File: src/rtl/alu_pkg.sv
// Shared ALU constants: default widths and the packed flag layout {COUT,E,G,L,OV,ERR}.
package alu_pkg;

    localparam int ALU_W   = 8;
    localparam int ALU_N   = 4;
    localparam int FLAGS_W = 6;

    localparam int FLAG_COUT = 5;
    localparam int FLAG_E    = 4;
    localparam int FLAG_G    = 3;
    localparam int FLAG_L    = 2;
    localparam int FLAG_OV   = 1;
    localparam int FLAG_ERR  = 0;

    function automatic logic [FLAGS_W-1:0] pack_flags(
        input logic cout,
        input logic e,
        input logic g,
        input logic l,
        input logic ov,
        input logic err
    );
        logic [FLAGS_W-1:0] f;
        f            = '0;
        f[FLAG_COUT] = cout;
        f[FLAG_E]    = e;
        f[FLAG_G]    = g;
        f[FLAG_L]    = l;
        f[FLAG_OV]   = ov;
        f[FLAG_ERR]  = err;
        return f;
    endfunction

endpackage

File: src/rtl/alu_res_fifo.sv
// Synchronous in-order FIFO with a registered head (no push-to-head bypass).
module alu_res_fifo #(
    parameter int DATA_W = 8,
    parameter int DEPTH  = 4
) (
    input  logic                         clk,
    input  logic                         rst,
    input  logic                         flush,
    input  logic                         push,
    input  logic [DATA_W-1:0]            push_data,
    input  logic                         pop,
    output logic [$clog2(DEPTH+1)-1:0]   count,
    output logic                         head_valid,
    output logic [DATA_W-1:0]            head
);

    localparam int PTR_W = $clog2(DEPTH);
    localparam int CNT_W = $clog2(DEPTH + 1);

    logic [DATA_W-1:0] mem_q [DEPTH];
    logic [DATA_W-1:0] mem_d [DEPTH];
    logic [PTR_W-1:0]  wr_ptr_q, wr_ptr_d;
    logic [PTR_W-1:0]  rd_ptr_q, rd_ptr_d;
    logic [CNT_W-1:0]  count_q, count_d;
    logic [DATA_W-1:0] head_q, head_d;
    logic              do_push, do_pop;

    always_comb begin
        do_pop   = pop && (count_q != '0);
        do_push  = push && ((count_q != CNT_W'(DEPTH)) || do_pop);
        mem_d    = mem_q;
        wr_ptr_d = wr_ptr_q;
        rd_ptr_d = rd_ptr_q;
        count_d  = count_q;
        head_d   = head_q;
        if (flush) begin
            wr_ptr_d = '0;
            rd_ptr_d = '0;
            count_d  = '0;
            head_d   = '0;
        end else begin
            if (do_push) begin
                mem_d[wr_ptr_q] = push_data;
                wr_ptr_d        = wr_ptr_q + 1'b1;
            end
            if (do_pop) begin
                rd_ptr_d = rd_ptr_q + 1'b1;
            end
            count_d = count_q + CNT_W'(do_push) - CNT_W'(do_pop);
            // The next head is either the word being pushed into an (effectively) empty
            // FIFO or the already-stored word at the advanced read pointer.
            if (do_push && ((count_q - CNT_W'(do_pop)) == '0)) begin
                head_d = push_data;
            end else if (count_d != '0) begin
                head_d = mem_q[rd_ptr_d];
            end
        end
    end

    always_ff @(posedge clk) begin
        mem_q <= mem_d;
        if (rst) begin
            wr_ptr_q <= '0;
            rd_ptr_q <= '0;
            count_q  <= '0;
            head_q   <= '0;
        end else begin
            wr_ptr_q <= wr_ptr_d;
            rd_ptr_q <= rd_ptr_d;
            count_q  <= count_d;
            head_q   <= head_d;
        end
    end

    assign count      = count_q;
    assign head_valid = (count_q != '0);
    assign head       = head_q;

endmodule

File: src/rtl/alu_result_capture.sv
// Tracks ALU issues through a CE-gated shadow pipeline, captures RES/flags when they
// become valid and buffers them with their tag behind a credit-protected FIFO.
module alu_result_capture
    import alu_pkg::*;
#(
    parameter int W     = ALU_W,
    parameter int LAT   = 2,
    parameter int DEPTH = 4,
    parameter int TAGW  = 4
) (
    input  logic                 clk,
    input  logic                 rst,
    input  logic                 CE,
    input  logic                 flush,
    input  logic                 issue_valid,
    input  logic [TAGW-1:0]      issue_tag,
    output logic                 issue_ready,
    input  logic [2*W-1:0]       RES,
    input  logic                 COUT,
    input  logic                 OV,
    input  logic                 ERR,
    input  logic                 G,
    input  logic                 L,
    input  logic                 E,
    output logic                 out_valid,
    input  logic                 out_ready,
    output logic [TAGW-1:0]      out_tag,
    output logic [2*W-1:0]       out_res,
    output logic [FLAGS_W-1:0]   out_flags,
    output logic                 protocol_err,
    output logic [15:0]          err_count
);

    localparam int CNT_W   = $clog2(DEPTH + 1);
    localparam int SUM_W   = CNT_W + 1;
    localparam int ENTRY_W = TAGW + 2*W + FLAGS_W;

    function automatic logic [15:0] sat_inc16(input logic [15:0] v);
        return (v == 16'hFFFF) ? v : v + 16'd1;
    endfunction

    logic [LAT-1:0]     sh_vld_q, sh_vld_d;
    logic [TAGW-1:0]    sh_tag_q [LAT];
    logic [TAGW-1:0]    sh_tag_d [LAT];
    logic [CNT_W-1:0]   inflight_q, inflight_d;
    logic               protocol_err_q, protocol_err_d;
    logic [15:0]        err_count_q, err_count_d;

    logic [CNT_W-1:0]   fifo_count;
    logic [ENTRY_W-1:0] push_data;
    logic [ENTRY_W-1:0] head;
    logic               accept, capture, pop;

    // Credit comes only from registered counters, so a pop frees a slot one cycle later.
    assign issue_ready = (SUM_W'(inflight_q) + SUM_W'(fifo_count)) < SUM_W'(DEPTH);
    assign accept      = issue_valid && CE && issue_ready && !flush;
    assign capture     = CE && sh_vld_q[LAT-1] && !flush;
    assign pop         = out_valid && out_ready;
    assign push_data   = {sh_tag_q[LAT-1], RES, pack_flags(COUT, E, G, L, OV, ERR)};

    always_comb begin
        sh_vld_d       = sh_vld_q;
        sh_tag_d       = sh_tag_q;
        inflight_d     = inflight_q;
        protocol_err_d = protocol_err_q || (issue_valid && CE && !issue_ready);
        err_count_d    = (capture && ERR) ? sat_inc16(err_count_q) : err_count_q;
        if (flush) begin
            sh_vld_d   = '0;
            inflight_d = '0;
        end else if (CE) begin
            for (int i = LAT - 1; i >= 1; i--) begin
                sh_vld_d[i] = sh_vld_q[i-1];
                sh_tag_d[i] = sh_tag_q[i-1];
            end
            sh_vld_d[0] = accept;
            sh_tag_d[0] = issue_tag;
            inflight_d  = inflight_q + CNT_W'(accept) - CNT_W'(sh_vld_q[LAT-1]);
        end
    end

    always_ff @(posedge clk) begin
        sh_tag_q <= sh_tag_d;
        if (rst) begin
            sh_vld_q       <= '0;
            inflight_q     <= '0;
            protocol_err_q <= 1'b0;
            err_count_q    <= '0;
        end else begin
            sh_vld_q       <= sh_vld_d;
            inflight_q     <= inflight_d;
            protocol_err_q <= protocol_err_d;
            err_count_q    <= err_count_d;
        end
    end

    alu_res_fifo #(
        .DATA_W (ENTRY_W),
        .DEPTH  (DEPTH)
    ) u_fifo (
        .clk        (clk),
        .rst        (rst),
        .flush      (flush),
        .push       (capture),
        .push_data  (push_data),
        .pop        (pop),
        .count      (fifo_count),
        .head_valid (out_valid),
        .head       (head)
    );

    assign out_tag      = head[ENTRY_W-1 -: TAGW];
    assign out_res      = head[FLAGS_W +: 2*W];
    assign out_flags    = head[FLAGS_W-1:0];
    assign protocol_err = protocol_err_q;
    assign err_count    = err_count_q;

endmodule

File: config.mk
export PLATFORM = sky130hd
export DESIGN_NAME = alu_result_capture
export DESIGN_NICKNAME = d
export VERILOG_FILES = /design/src/rtl/alu_pkg.sv /design/src/rtl/alu_res_fifo.sv /design/src/rtl/alu_result_capture.sv
export SDC_FILE = /design/constraint.sdc
export NUM_CORES = 1
export LEC_CHECK = 0
export CAP_MARGIN = 15
export CORE_ASPECT_RATIO = 0.75
export CORE_MARGIN = 8
export CORE_UTILIZATION = 28
export CTS_CLUSTER_DIAMETER = 200
export DETAILED_ROUTE_END_ITERATION = 6
export PLACE_DENSITY_LB_ADDON = 0.12
export SKIP_LAST_GASP = 1
export SYNTH_ARGS = -nofsm -noshare
export SYNTH_HDL_FRONTEND = slang
export SYNTH_HIERARCHICAL = 1
export SYNTH_SLANG_ARGS = --single-unit
File: constraint.sdc
create_clock -name clk -period 4.2 [get_ports clk]
set_clock_uncertainty 0.05 [all_clocks]
set_input_delay 0.84 -clock clk [delete_from_list [all_inputs] [get_ports clk]]
set_output_delay 0.84 -clock clk [all_outputs]
set_load 0.01 [all_outputs]
==> results.cfg, run 1 <==
[yosys]
synth_cell_type_count = 57
ys_seq_area_frac = 0.5600
netlist_area_um2 = 7971
synth_top_family_by_area = simple AND/OR/NAND/NOR gates
synth_top_area_frac = 0.4219
muxShareOfSynthArea = 0.008319
avgSynthCellArea_um2 = 10.49
syn_inst = 760
syn-num-nets = 806
ys_seq_elements = 167
synth-edff-count = 112
ys_warn_count = 6
synth_xor_area_frac = 0.009418
synth_area_leader_cell = edfxtp_1
async_flop_share = 0
synth_area_leaders = edfxtp_1, nor3_1, dfxtp_1
synthAdderAreaFrac = 0.02386
ys.flop_type = edfxtp_1
synthSimpleGateAreaFrac = 0.3070
synth_compound_area_frac = 0.04348

[critical_path]
cp.required_ns = 4.45
start_kind = primary input
path_cells = clkdlybuf4s50_1, and2_1, or4b_1, nand2_2, ha_1, inv_1, ha_1, fa_1, xnor3_1, or3_1, buf_4, nor3_1, nor4_2
crit_fanout = 10
rrSetupSlack_ns = 0.35
cpPeakStageDelay_ns = 0.51
cpMaxStageDelayCell = or4b_1
endpoint_kind = flop
critical_path_arrival_ns = 4.13
crit_top_cell = ha_1
worstSetupPathType = in -> reg

[clocking]
cts_sinks = 167
cts.repair.resized = 0
clk_pin_slew_worst_paths_ns = 0.07
clk_latency_ns = 0.43
htreeDepth = 4
cts_made_buffers = 17
cts_tree = built
holdBufCountCts = 0
post_cts_buffers = 0
cts_buffer_depth = 2
root_buffer = clkbuf_16

[timing]
grt_setup_unrepaired = false
holdWs_ns = 0.3631
fin_crit_sh = 0.9237
fmax_mhz = 257.8
fin_ws_ns = 0.3206
finalHoldViolCount = 0
max_slew.worst_pin.slew_ns = 1.203
finalSetupViolations = 0
final.min_clock_period_ns = 3.879
drv_slew = 0
slew_headroom = 0.1980

[placement]
dp.final_hpwl_um = 13970
placed_cells = 1186
io_buffers = 76
gp_congestion = 0.7282
pre_cts_ws_ns = -0.07555

[global_routing]
grt_util_all_layers = 0.1366
grt_pass1_wl_um = 36580
grt_start_max_net_pins = 107
antenna_found_initial = 0
overflow = 0
first_global_vias = 6264

[drt]
dr.first_iter.drc_count = 471
drt-total-wl_um = 23240
avgRoutedWirePerCell_um = 19.09
drt-vias-per-instance = 5.221
via_count = 6354
drcViolationCount = 0
dr.pass1.iters = 4
ant_nets = 0

[outcome]
status = finished, final reports clean

[finish]
drive_gt1_frac = 0.1202
nNetsFinal = 866
nFillCells = 2814
final_cells = 1217
area_delta_synth_final_pct = 22.57
antenna_cells = 0

[job]
drv_cap = 0

[floorplan]
die_w_um = 210.8
die_area_um2 = 34180
io_pins = 77
core_um2 = 27980
initial_core_util = 0.2849
die-height_um = 162.1
rows = 53

[power]
leakagePower_nw = 3.041
fin_total_pwr_mw = 3.355
p_per_area_nw_per_um2 = 343.4
irDropWorstVdd_v = 0.0002693

[min_path]
min_path_type = reg -> reg
## report_power, final
part | total (mW) | switching, mW | internal [mW]
Sequential | 1.76 | 0.00275 | 1.75
Clock | 1.53 | 0.641 | 0.885
Combinational | 0.0716 | 0.0380 | 0.0336
## path summary, 6_finish.rpt
path                              startpoint                           end  cells after the start
setup reg to reg  u_fifo/count[1]$_SDFF_PP0_  u_fifo/head[15]$_SDFFE_PP0P_                     13
hold reg to reg        sh_tag_q[6]$_DFFE_PP_       push_data[24]$_DFFE_PP_                      0
hold / removal         sh_tag_q[6]$_DFFE_PP_       push_data[24]$_DFFE_PP_                      0
setup / recovery                   out_ready  u_fifo/head[15]$_SDFFE_PP0P_                     13
## state kept, by name, summed over array words and instances (netlist names)
register	flops
push_data	4
sh_vld_q	2
u_fifo/rd_ptr_q	2
sh_tag_q	4
u_fifo/count	3
err_count	16
protocol_err	1
u_fifo/mem_q	104
u_fifo/head	26
inflight_q	3
u_fifo/wr_ptr_q	2
## placed cells by master, fill, tap and decap left out, types with 2 or more instances in the layout
cell,count
clkinv_2,3
or2_2,2
buf_12,5
a31oi_1,2
edfxtp_1,112
xnor2_1,4
ha_1,12
clkbuf_1,4
or3_1,7
dfxtp_1,55
o21ai_0,4
o31ai_1,9
xor2_1,2
nand4_4,2
nor2_1,39
buf_4,27
nand2b_2,2
and2_1,6
nand3_1,6
nand2_1,11
bufinv_16,2
nor3_1,236
clkdlybuf4s50_1,76
o21ai_1,2
inv_1,15
mux2i_1,4
nor4_2,21
clkbuf_16,17
nor2b_1,4
fa_1,2
clkinvlp_4,4
nor4_1,57
nand4_1,3
nand2_2,2
or4_1,8
a21oi_1,39
## metrics by stage
stage | instance area [µm²] | utilization | setup TNS, ns
6_report | 9771 | 0.3491 | 0
5_1_grt | 9771 | 0.3491 | 0
4_1_cts | 9771 | 0.3491 | 0
3_5_place_dp | 9211 | 0.3292 | -0.9991
3_3_place_gp | 9211 | 0.3292 | -0.1659
2_1_floorplan | 7971 | - | 0
## worst max-delay path, delay by kind of cell
family / cells / cell delay (ns)
xor gates and xnor gates: 1 / 0.35
adders and majority gates: 3 / 0.70
buffers and inverters: 3 / 0.68
and+or+nand+nor: 6 / 1.55
## Yosys cell counts (2+ instances only)
library cell / count
nand2b_1: 3
a31oi_1: 2
or4_1: 8
ha_1: 12
nand3_1: 6
buf_6: 5
and2_1: 6
buf_1: 2
nor4_1: 57
o31ai_1: 9
nand4_4: 2
inv_1: 15
mux2i_1: 4
clkbuf_1: 40
nand2_1: 12
o21ai_1: 2
edfxtp_1: 112
nor4_2: 21
fa_1: 2
or2_2: 2
xnor2_1: 4
nor2_1: 39
or3_1: 7
nor3_1: 236
xor2_1: 2
buf_4: 3
o21ai_0: 4
a21oi_1: 39
dfxtp_1: 55
nand4_1: 3
nor2b_1: 4
buf_2: 17
## cells by family after synthesis
kind of cell / count (synthesis)
flops: 167
xor+xnor: 7
fa+ha+maj: 14
mux: 6
buf+inv: 83
simple gates: 423
compound gates: 60
## area by class of cell
class / count / area, µm² / share of cell area
Sequential cell: 167 / 4464 / 0.4569
Timing Repair Buffer: 108 / 1064 / 0.1088
Multi-Input combinational cell: 510 / 3142 / 0.3216
Inverter: 16 / 60.06 / 0.006147
Clock buffer: 22 / 454.2 / 0.04648
Tap cell: 385 / 481.7 / 0.04930
Clock inverter: 9 / 105.1 / 0.01076
## per-layer routing
| layer | part of all wire | global-route usage |
|---|---|---|
| met1 | 0.47 | 0.1803 |
| met2 | 0.48 | 0.2231 |
| met3 | 0.044 | 0.02966 |
| met4 | 0.011 | 0.03841 |
| met5 | 0 | 0 |
Power figures use the tool's default switching activity.
==> run 2, diff against run 1 <==
--- a/config.mk
+++ b/config.mk
@@ -5,6 +5,7 @@
 export SDC_FILE = /design/constraint.sdc
 export NUM_CORES = 1
 export LEC_CHECK = 0
+export ABC_AREA = 1
 export CAP_MARGIN = 15
 export CORE_ASPECT_RATIO = 0.75
 export CORE_MARGIN = 8
==> run 2 against run 1 <==
Net effect:
- core utilization decreased by 0.15 points
- first-iteration DRC count down 47%
- die area is 2.5% lower
- non-clock buffer count fell by 15
- synthesized cell count decreased by 0.53%
- global-route usage fell by 1.4 points
- register-to-register slack gained 0.61 ns
- final cell count down 1.6%
- critical path depth increased by 5
- final area down 3.5%
- sequential share of layout area rose by 1.6 points
- critical endpoint is now u_fifo/head[21]$_SDFFE_PP0P_
- largest power group unchanged
==> results.cfg, run 2 <==
[placement]
pre_cts_ws_ns = 0.2607
placed_cells = 1166
dp.final_hpwl_um = 12250
io_buffers = 76
gp_congestion = 0.7238

[clocking]
clk_latency_ns = 0.43
root_buffer = clkbuf_16
cts_made_buffers = 17
cts_tree = built
cts_sinks = 167
cts.repair.resized = 0
htreeDepth = 4
clk_pin_slew_worst_paths_ns = 0.06
post_cts_buffers = 0
cts_buffer_depth = 2
holdBufCountCts = 0

[critical_path]
rrSetupSlack_ns = 0.96
cp.required_ns = 4.51
endpoint_kind = flop
start_kind = primary input
r2r-start = u_fifo/count[2]$_SDFF_PP0_
r2r_cells = 19
worstSetupPathType = in -> reg
crit_fanout = 15
critical_path_arrival_ns = 3.79
worstReg2RegEnd = u_fifo/head[21]$_SDFFE_PP0P_

[power]
leakagePower_nw = 3.540
p_per_area_nw_per_um2 = 349.4
irDropWorstVdd_v = 0.0002861

[timing]
fin_ws_ns = 0.7213
final.min_clock_period_ns = 3.479
drv_slew = 0
final.setup.tns_ns = 0
fmax_mhz = 287.5
slew_headroom = 0.4183
finalSetupViolations = 0
max_slew.worst_pin.slew_ns = 0.8668
finalHoldViolCount = 0
fin_crit_sh = 0.8283
grt_setup_unrepaired = false

[finish]
drive_gt1_frac = 0.1854
layout.cells.most_common_list = nand2_1, edfxtp_1, nand3_1
regArea_um2 = 4464
final_common_cell = nand2_1
largest-register = u_fifo/mem_q
largest_reg_flops = 104
final_util = 0.3477
nFillCells = 2731
nNetsFinal = 880
final_cells = 1198
antenna_cells = 0
multiInputGateArea_um2 = 2784
area_delta_synth_final_pct = 21.62

[global_routing]
first_global_vias = 5362
grt_start_max_net_pins = 42
overflow = 0
grt_util_all_layers = 0.1231
antenna_found_initial = 0
grt_pass1_wl_um = 31890

[floorplan]
io_pins = 77
die-height_um = 160.1
die_area_um2 = 33340
die_w_um = 208.2
initial_core_util = 0.2859
rows = 52
core_um2 = 27130

[yosys]
ys.flop_type = edfxtp_1
synth_area_leader_cell = edfxtp_1
syn_inst = 756
synth_top_area_frac = 0.4336
synth_area_leaders = edfxtp_1, dfxtp_1, nand3_1
netlist_area_um2 = 7756
synth.most_common_cell = nand2_1
synth_common_cells = nand2_1, edfxtp_1, nand3_1
synth-edff-count = 112
ys_warn_count = 6
synth_cell_type_count = 35
ys_seq_area_frac = 0.5756
ys_seq_elements = 167
syn-num-nets = 802
async_flop_share = 0
avgSynthCellArea_um2 = 10.26

[drt]
avgRoutedWirePerCell_um = 16.70
dr.pass1.iters = 4
drt-total-wl_um = 20000
via_count = 5293
drcViolationCount = 0
dr.first_iter.drc_count = 249
ant_nets = 0
drt-vias-per-instance = 4.418

[min_path]
min_to = push_data[23]$_DFFE_PP_
hp-start = sh_tag_q[5]$_DFFE_PP_
min_path_type = reg -> reg
hold_depth = 0

[job]
drv_cap = 0

[outcome]
status = finished, final reports clean
## run 2: cell types whose count changed after synthesis, sizes merged, moves of 10 or more
cell / before / now
clkbuf: 40 / 3
inv: 16 / 74
nand2: 14 / 130
nand3: 6 / 145
nor2: 40 / 95
nor3: 237 / 2
nor4: 79 / 0
o21ai: 6 / 32
o31ai: 10 / 0
## run 2: where the power goes
part           total, mW  internal (mW)  leakage (nW)  switching, mW
clock               1.46          0.823         0.255          0.637
combinational     0.0778         0.0355          1.83         0.0423
sequential          1.76           1.76          1.45        0.00348
total               3.30           2.61          3.54          0.682
## run 2: worst max-delay path, cell delays in order
cell and delay, ns:
clkdlybuf4s50_1 0.56, inv_2 0.11, nor2_4 0.10, nand2_2 0.07, inv_1 0.09, nand2_4 0.09, ha_1 0.28, inv_1 0.04
ha_1 0.18, fa_1 0.42, inv_1 0.08, nand2_1 0.12, nor2_8 0.16, nand2_8 0.06, inv_4 0.18, buf_12 0.21
nor2_2 0.05, a21oi_2 0.13
## run 2: cell families after synthesis
logic type / synth area share
compound gates: 0.06211
xor+xnor: 0.007905
fa+ha+maj: 0.02452
buf+inv: 0.06711
flops: 0.5756
simple gates: 0.2628
## run 2: worst max-delay path by stage
stage,from,endpoint,slack (ns),depth (start not counted)
2_1_floorplan,CE,u_fifo/mem_q[0]$_DFFE_PP_,0.94,7
3_3_place_gp,CE,u_fifo/head[2]$_SDFFE_PP0P_,0.30,18
3_5_place_dp,CE,u_fifo/head[0]$_SDFFE_PP0P_,0.26,18
4_1_cts,CE,u_fifo/head[4]$_SDFFE_PP0P_,0.71,18
5_1_grt,CE,u_fifo/head[15]$_SDFFE_PP0P_,0.51,17
6_report,CE,u_fifo/head[21]$_SDFFE_PP0P_,0.72,18
## run 2: metrics by stage
stage	power (mW)	cell area (µm²)	hold WS, ns
after CTS	3.353	9433	0.3726
after detailed placement	1.874	8899	0.3600
final	3.296	9433	0.3703
after global placement	1.875	8899	0.3531
after floorplan	1.816	7756	0.3503
after global routing	3.429	9433	0.3916
## run 2: metal layers
layer	part of all wire	track usage	wire, µm	vias up
met4	0.011	0.04507	223	0
met1	0.53	0.1726	10520	2486
met2	0.43	0.1817	8507	86
met3	0.037	0.02914	747	10
li1	-	-	-	2711
met5	0	0	0	-
## run 2: cell type report
cell class                 count  area share
timing repair buffer          93     0.09816
inverter                      74     0.03024
clock inverter                10    0.008489
tap                          351     0.04656
clock buffer                  22     0.04815
multi-input combinational    481      0.2951
sequential                   167      0.4733
==> run 3, diff against run 2 <==
==> constraint.sdc (replaced) <==
create_clock -name clk -period 2.9 [get_ports clk]
set_clock_uncertainty 0.05 [all_clocks]
set_input_delay 0.58 -clock clk [delete_from_list [all_inputs] [get_ports clk]]
set_output_delay 0.58 -clock clk [all_outputs]
set_load 0.01 [all_outputs]
==> run 3 against run 2 <==
Net effect:
- non-clock buffer count is 36 higher
- routed wire length is 1.5% higher
- hold slack better by 0.0092 ns
- sequential share of layout area is 3.0 points lower
- global-route usage is 0.098 points lower
- final cell count is 3.0% higher
- register-to-register slack worse by 0.83 ns
- die area stayed put
- final area is 6.7% higher
- clock power is 64% higher
- highest routed layer unchanged
==> results.cfg, run 3 (same netlist as run 2, synthesis figures left out) <==
[floorplan]
core_um2 = 27130
die_w_um = 208.2
io_pins = 77
initial_core_util = 0.2859
rows = 52
die_area_um2 = 33340
die-height_um = 160.1

[timing]
fmax_mhz = 361.6
finalSetupViolations = 0
fin_crit_sh = 0.9537
finalHoldViolCount = 0
max_slew.worst_pin.slew_ns = 0.8624
final.min_clock_period_ns = 2.766
drv_slew = 0
fin_ws_ns = 0.1342
slew_headroom = 0.4212

[critical_path]
crit_fanout = 6
cp.required_ns = 3.17
r2r_cells = 19
rrSetupSlack_ns = 0.13
r2r-start = u_fifo/count[0]$_SDFF_PP0_
critical_path_arrival_ns = 3.03
worstReg2RegEnd = u_fifo/head[10]$_SDFFE_PP0P_
endpoint_kind = flop
start_kind = flop
worstSetupPathType = reg -> reg

[clocking]
cts_buffer_depth = 2
cts_made_buffers = 17
root_buffer = clkbuf_16
clk_pin_slew_worst_paths_ns = 0.07
htreeDepth = 4
clk_latency_ns = 0.42
cts_sinks = 167
cts_tree = built

[power]
fin_total_pwr_mw = 5.069
switching_share = 0.2085
p_int_mw = 4.012
clkPwrFrac = 0.474
p_comb_frac = 0.024
irDropWorstVdd_v = 0.0003895
p_switching_mw = 1.057
leakagePower_nw = 3.846
power_frac_seq = 0.502
p_per_area_nw_per_um2 = 503.6

[finish]
nNetsFinal = 916
final_cells = 1234
final_util = 0.3710
regArea_um2 = 4466
nFillCells = 2669
largest-register = u_fifo/mem_q
layout.cells.most_common_list = nand2_1, edfxtp_1, nand3_1
final_common_cell = nand2_1
antenna_cells = 0
area_delta_synth_final_pct = 29.78
largest_reg_flops = 104
drive_gt1_frac = 0.2378
multiInputGateArea_um2 = 2870

[drt]
dr.pass1.iters = 7
drt-vias-per-instance = 4.425
ant_nets = 0
drcViolationCount = 0
avgRoutedWirePerCell_um = 16.45
drt-total-wl_um = 20300
via_count = 5460
dr.first_iter.drc_count = 252

[job]
drv_cap = 0

[global_routing]
grt_start_max_net_pins = 30
first_global_vias = 5482
grt_util_all_layers = 0.1222
antenna_found_initial = 0
overflow = 0
grt_pass1_wl_um = 32060

[min_path]
min_to = push_data[25]$_DFFE_PP_
hp-start = sh_tag_q[7]$_DFFE_PP_
min_path_type = reg -> reg
hold_depth = 0

[outcome]
status = finished, final reports clean

[placement]
dp.final_hpwl_um = 12700
gp_congestion = 0.7039
io_buffers = 76
placed_cells = 1196
pre_cts_ws_ns = -0.4084
## run 3: final cells by class
type,count,share of cell area
Clock buffer,18,0.04475
Multi-Input combinational cell,481,0.2851
Timing Repair Buffer,129,0.1367
Clock inverter,14,0.01678
Inverter,74,0.02933
Tap cell,351,0.04363
Sequential cell,167,0.4436
## run 3: worst max-delay path by stage
stage / startpoint / to / slack, ns / cells past startpoint
after floorplan: CE / u_fifo/mem_q[0]$_DFFE_PP_ / -0.10 / 7
after global placement: out_ready / u_fifo/head[25]$_SDFFE_PP0P_ / -0.39 / 18
after detailed placement: CE / u_fifo/head[25]$_SDFFE_PP0P_ / -0.41 / 18
after CTS: CE / u_fifo/head[25]$_SDFFE_PP0P_ / 0.03 / 18
after global routing: u_fifo/count[0]$_SDFF_PP0_ / u_fifo/head[25]$_SDFFE_PP0P_ / -0.01 / 19
final: u_fifo/count[0]$_SDFF_PP0_ / u_fifo/head[10]$_SDFFE_PP0P_ / 0.13 / 19
## run 3: power groups by stage
stage          clock (mW)  combinational [mW]  sequential (mW)
2_1_floorplan           0              0.0331             2.60
3_3_place_gp            0               0.122             2.60
3_5_place_dp            0               0.121             2.60
4_1_cts              2.48               0.122             2.55
5_1_grt              2.57               0.135             2.55
6_report             2.40               0.121             2.55
## run 3: per-stage QoR
step	hold WS (ns)	instance area, µm²	setup TNS [ns]
after floorplan	0.3503	7759	-10.54
after global placement	0.3601	9264	-9.912
after detailed placement	0.3668	9264	-9.960
after CTS	0.3872	9883	0
after global routing	0.3949	10070	-0.06622
final	0.3795	10070	0
## run 3: what timing repair did
item / in CTS / in global routing
buffers inserted: 0 / 4
gates resized for setup: 0 / 31
hold buffers: 0 / 0
endpoints found under the setup margin: 0 / 27
## run 3: critical path, stage by stage (launching register included)
cell       delay [ns]
dfxtp_2          0.33
nor2_4           0.13
nand2_4          0.05
nand2_1          0.07
inv_1            0.06
buf_4            0.14
nand2_4          0.06
inv_1            0.06
ha_1             0.27
inv_1            0.04
ha_2             0.16
fa_2             0.52
inv_2            0.05
nand2_4          0.08
nor2_8           0.05
nand2_8          0.11
clkinv_8         0.10
clkbuf_16        0.18
nor2_2           0.09
a21oi_2          0.06
## run 3: routing by layer
metal  routed length (µm)  vias to the layer above  global-route usage  part of all wire
met4                   91                        0             0.03574            0.0045
met2                 9117                       72              0.1889              0.45
li1                     -                     2782                   -                 -
met3                  659                        4             0.02719             0.032
met1                10430                     2602              0.1686              0.51
met5                    0                        -                   0                 0
